File: src/rtl/game_pkg.sv
// Shared constants for the game front end: clock rate and the default
// debounce window (10 ms at the 25 MHz pixel clock).
package game_pkg;

  localparam int VGA_CLOCK_HZ            = 25_000_000;
  localparam int DEBOUNCE_CYCLES_DEFAULT = 250000;

endpackage

File: src/rtl/debounce_channel.sv
// One raw pin -> two-flop synchroniser -> counter debouncer -> press strobe.
// Active-low pins are inverted on entry so everything downstream means "1 = on/pressed".
module debounce_channel
  import game_pkg::*;
#(
  parameter int DEBOUNCE_CYCLES = DEBOUNCE_CYCLES_DEFAULT,
  parameter bit ACTIVE_LOW      = 1'b0,
  parameter int CNT_W           = $clog2(DEBOUNCE_CYCLES)
) (
  input  logic vga_clock,
  input  logic reset,
  input  logic raw,
  output logic level,
  output logic press_pulse
);

  localparam logic [CNT_W-1:0] CNT_MAX = CNT_W'(DEBOUNCE_CYCLES - 1);

  logic             pin;
  logic             s1;
  logic             s2;
  logic             db;
  logic [CNT_W-1:0] cnt;
  logic             pulse;

  assign pin = ACTIVE_LOW ? ~raw : raw;

  always_ff @(posedge vga_clock or posedge reset) begin
    if (reset) begin
      s1    <= 1'b0;
      s2    <= 1'b0;
      db    <= 1'b0;
      cnt   <= '0;
      pulse <= 1'b0;
    end else begin
      s1    <= pin;
      s2    <= s1;
      pulse <= 1'b0;
      // A single agreeing sample restarts the window, so short glitches never land.
      if (s2 == db) begin
        cnt <= '0;
      end else if (cnt == CNT_MAX) begin
        db    <= s2;
        cnt   <= '0;
        pulse <= s2;
      end else begin
        cnt <= cnt + 1'b1;
      end
    end
  end

  assign level       = db;
  assign press_pulse = pulse;

endmodule

File: src/rtl/input_conditioner.sv
// Cleans the raw board pins into debounced levels and press strobes in the
// vga_clock domain; the four channels are fully independent.
module input_conditioner
  import game_pkg::*;
#(
  parameter int DEBOUNCE_CYCLES = DEBOUNCE_CYCLES_DEFAULT,
  parameter int CNT_W           = $clog2(DEBOUNCE_CYCLES)
) (
  input  logic vga_clock,
  input  logic reset,
  input  logic left_switch_raw,
  input  logic right_switch_raw,
  input  logic jump_button_raw,
  input  logic start_button_raw,
  output logic left_switch,
  output logic right_switch,
  output logic jump_held,
  output logic start_held,
  output logic jump_pulse,
  output logic start_pulse
);

  // Switch press strobes are not needed downstream and are left for synthesis to prune.
  debounce_channel #(.DEBOUNCE_CYCLES(DEBOUNCE_CYCLES), .ACTIVE_LOW(1'b0), .CNT_W(CNT_W)) u_left (
    .vga_clock  (vga_clock),
    .reset      (reset),
    .raw        (left_switch_raw),
    .level      (left_switch),
    .press_pulse()
  );

  debounce_channel #(.DEBOUNCE_CYCLES(DEBOUNCE_CYCLES), .ACTIVE_LOW(1'b0), .CNT_W(CNT_W)) u_right (
    .vga_clock  (vga_clock),
    .reset      (reset),
    .raw        (right_switch_raw),
    .level      (right_switch),
    .press_pulse()
  );

  debounce_channel #(.DEBOUNCE_CYCLES(DEBOUNCE_CYCLES), .ACTIVE_LOW(1'b1), .CNT_W(CNT_W)) u_jump (
    .vga_clock  (vga_clock),
    .reset      (reset),
    .raw        (jump_button_raw),
    .level      (jump_held),
    .press_pulse(jump_pulse)
  );

  debounce_channel #(.DEBOUNCE_CYCLES(DEBOUNCE_CYCLES), .ACTIVE_LOW(1'b1), .CNT_W(CNT_W)) u_start (
    .vga_clock  (vga_clock),
    .reset      (reset),
    .raw        (start_button_raw),
    .level      (start_held),
    .press_pulse(start_pulse)
  );

endmodule

File: config.mk
export PLATFORM = sky130hd
export DESIGN_NAME = input_conditioner
export DESIGN_NICKNAME = d
export VERILOG_FILES = /design/src/rtl/game_pkg.sv /design/src/rtl/debounce_channel.sv /design/src/rtl/input_conditioner.sv
export SDC_FILE = /design/constraint.sdc
export NUM_CORES = 1
export LEC_CHECK = 0
export ABC_AREA = 1
export BUFFER_PORTS_ARGS = -buffer_cell sky130_fd_sc_hd__buf_2
export CORE_UTILIZATION = 50
export CTS_BUF_LIST = sky130_fd_sc_hd__clkbuf_4 sky130_fd_sc_hd__clkbuf_8
export CTS_CLUSTER_SIZE = 25
export DETAILED_ROUTE_END_ITERATION = 7
export PLACE_DENSITY = 0.74
export SLEW_MARGIN = 5
export SYNTH_ARGS = -nofsm -noshare
export SYNTH_HDL_FRONTEND = slang
export SYNTH_SLANG_ARGS = --single-unit
File: constraint.sdc
create_clock -name vga_clock -period 2.99 [get_ports vga_clock]
set_input_delay 0.7475 -clock vga_clock [delete_from_list [all_inputs] [get_ports vga_clock]]
set_output_delay 0.7475 -clock vga_clock [all_outputs]
set_load 0.03 [all_outputs]
==> impl_metrics.env <==
export IMPL_cts_sinks=86
export IMPL_wl_um=8708
export IMPL_num_vias=3621
export IMPL_antenna_found_initial=0
export IMPL_grt_pass1_vias=3702
export IMPL_critPathSlowestCell="dfrtp_1"
export IMPL_hold_violations=0
export IMPL_postCtsHoldBufs=0
export IMPL_fin_crit_ns=1.766
export IMPL_gr_total_overflow=0
export IMPL_drtIter0Drc=166
export IMPL_cts_resized_gates=0
export IMPL_hold_class="in -> async"
export IMPL_rsz0062_at_grt="false"
export IMPL_synthAdderAreaFrac=0.01104
export IMPL_htree_levels=3
export IMPL_hpwlAfterDp_um=6375
export IMPL_nNetsFinal=610
export IMPL_crit_chain="buf_2"
export IMPL_setup_viol=0
export IMPL_avgSynthCellArea_um2=7.858
export IMPL_synthTopCellsByArea="dfrtp_1 47%, nor2_1 13%, nand2_1 9.4%"
export IMPL_drive_gt1_frac=0.1157
export IMPL_reg2reg_to="u_right.cnt[7]"
export IMPL_port_buffers=11
export IMPL_cts_buffers=9
export IMPL_cp_top_family="flip-flops"
export IMPL_crit_required_ns=2.24
export IMPL_post_route_period_util=0.5905
export IMPL_tns_ns=0
export IMPL_finClkSkew_ns=0.01091
export IMPL_core_area_um2=8763
export IMPL_outcome="finished clean"
export IMPL_root_buffer="clkbuf_8"
export IMPL_synth_top_area_frac=0.4746
export IMPL_synth_mux_area_frac=0
export IMPL_r2r_start="u_right.cnt[0]"
export IMPL_yosysSeqAreaShare=0.4746
export IMPL_multi_input_area_um2=2161
export IMPL_leakage_nw=2.077
export IMPL_p_per_area_nw_per_um2=445.0
export IMPL_syn_area_um2=4534
export IMPL_antenna_cells=0
export IMPL_die_height_um=97.23
export IMPL_crit_buf_inv=1
export IMPL_ys_ff_latch=86
export IMPL_wl_per_cell_um=12.21
export IMPL_cap_violations=0
export IMPL_synthToLayoutAreaGrowth_pct=9.382
export IMPL_maxSlewViolCount=0
export IMPL_clock_path_buffers=2
export IMPL_worst_r2r_cell_count=6
export IMPL_crit_path_end_kind="output pin"
export IMPL_synthSimpleGateAreaFrac=0.3620
export IMPL_clk_pin_slew_ns=0.09
export IMPL_grt_pass1_wl_um=15950
export IMPL_die_width_um=97.23
export IMPL_dieArea_um2=9454
export IMPL_gp_congestion=0.9209
export IMPL_ant_nets=0
export IMPL_n_fill_cell=782
export IMPL_critPathLaunchType="flop"
export IMPL_cp_arrival_ns=1.02
export IMPL_synth_area_leader_cell="dfrtp_1"
export IMPL_critPathKind="reg -> out"
export IMPL_core_rowCount=34
export IMPL_worstMarginPinSlew_ns=0.4543
export IMPL_post_cts_buffers=0
export IMPL_max_slew_margin_rel=0.6972
export IMPL_ir_drop_uv=245.8
export IMPL_drc=0
export IMPL_cp_max_fo=4
export IMPL_synthXorXnorAreaFrac=0.07478
export IMPL_r2r_setup_slack_ns=1.46
export IMPL_synth_top_family_by_area="simple AND/OR/NAND/NOR gates"
export IMPL_gr_usage_all_layers=0.2046
export IMPL_synth_distinct_cells=26
export IMPL_syn_inst=577
export IMPL_cp_depth=1
export IMPL_boundaryPins=12
export IMPL_stdcell_count=713
export IMPL_fmax_mhz=566.4
export IMPL_initial_core_util=0.5174
export IMPL_dp_cells=697
export IMPL_seqCellArea_um2=2152
export IMPL_grt_max_degree=39
export IMPL_cts_tree="yes"
export IMPL_firstDrtPassIters=4
export IMPL_syn_num_nets=587
export IMPL_clock_latency_ns=0.35
export IMPL_cpPeakStageDelay_ns=0.44
export IMPL_via_per_inst=5.079
export IMPL_synth_compound_area_frac=0.02870
export IMPL_ys_warn_count=0
-- kinds of logic after synthesis --
kind of cell	count (synthesis)
AND/OR/NAND/NOR	369
flip-flops	86
buffers and inverters	57
XOR/XNOR	37
AO/OA/AOI/OAI	24
adder cells (fa/ha/maj)	4
-- power by group --
part	internal (W)	switching [W]	total, W	leakage, nW
Clock	0.000499	0.000434	0.000933	0.110
Combinational	0.0000205	0.0000568	0.0000773	0.794
Sequential	0.00118	0.0000167	0.00120	1.17
Total	0.00170	0.000507	0.00221	2.08
-- worst max-delay path by stage --
stage,start,end,slack [ns]
2_1_floorplan,reset,u_jump.cnt[0],0.02
3_3_place_gp,reset,u_jump.cnt[15],1.46
3_5_place_dp,reset,u_jump.cnt[14],1.42
4_1_cts,u_start.level,start_held,1.20
5_1_grt,u_jump.level,jump_held,1.16
6_report,u_jump.level,jump_held,1.22
-- cells in the final DEF, fill, tap and decap left out, drive strengths merged --
cell type and n:
o21ai 13, nor3b 5, nand3b 1, clkbuf 10, xnor2 10, buf 13, nor2 172, and2 2
dfrtp 86, bufinv 2, xor2 27, clkinv 1, nor3 6, clkinvlp 2, ha 4, nand2 125
o21bai 4, a21oi 7, nand4 7, nand3 51, inv 57
-- stage by stage --
stage	area (µm²)	power, W	util	setup slack (ns)	hold slack (ns)
finish	4960	0.002207	0.5660	1.224	0.3458
global route	4960	0.002294	0.5660	1.161	0.3602
CTS	4960	0.002229	0.5660	1.202	0.3513
detailed placement	4730	0.001300	0.5397	1.418	0.3347
global placement	4730	0.001295	0.5397	1.463	0.3348
floorplan	4534	0.001272	-	0.02065	0.3312
-- metal layers --
layer | up-vias | part of all wire | GRT usage
met2 | 85 | 0.47 | 0.3505
met5 | - | 0 | 0
met3 | 21 | 0.037 | 0.03597
li1 | 1841 | - | -
met1 | 1674 | 0.47 | 0.2580
met4 | 0 | 0.023 | 0.08032
-- final cells by class --
cell class | instances | share of cell area
multi-input cells | 434 | 0.4357
flip-flops and latches | 86 | 0.4339
inverters | 56 | 0.04263
clock buffers | 10 | 0.02775
well taps | 108 | 0.02725
clock inverters | 6 | 0.01867
repair buffers | 13 | 0.01413
-- synthesized netlist by cell type --
cell type  count
dfrtp_1       86
ha_1           4
nand3_1       47
and2_0         2
nor2_1       154
nand3b_1       1
o21ai_1        4
xor2_2         2
nor3_1         6
o21bai_1       4
nand2_4        1
buf_6          1
xor2_1        25
nand3_2        4
xnor2_1       10
inv_1         54
nand4_1        7
o21ai_0        9
nand2_2       11
nor3b_2        2
inv_2          2
nor2_4         6
a21oi_1        7
nor2_2        12
nand2_1      113
nor3b_1        3
-- sequential cells by signal, indices dropped and copies added (netlist names) --
register,count
u_start.cnt,18
u_jump.level,1
u_jump.s2,1
u_left.s1,1
u_left.level,1
u_jump.press_pulse,1
u_right.cnt,18
u_jump.s1,1
u_start.level,1
u_start.s1,1
u_right.s1,1
u_left.s2,1
u_right.level,1
u_start.press_pulse,1
u_right.s2,1
u_start.s2,1
u_jump.cnt,18
u_left.cnt,18
(Power assumes the default switching activity.)
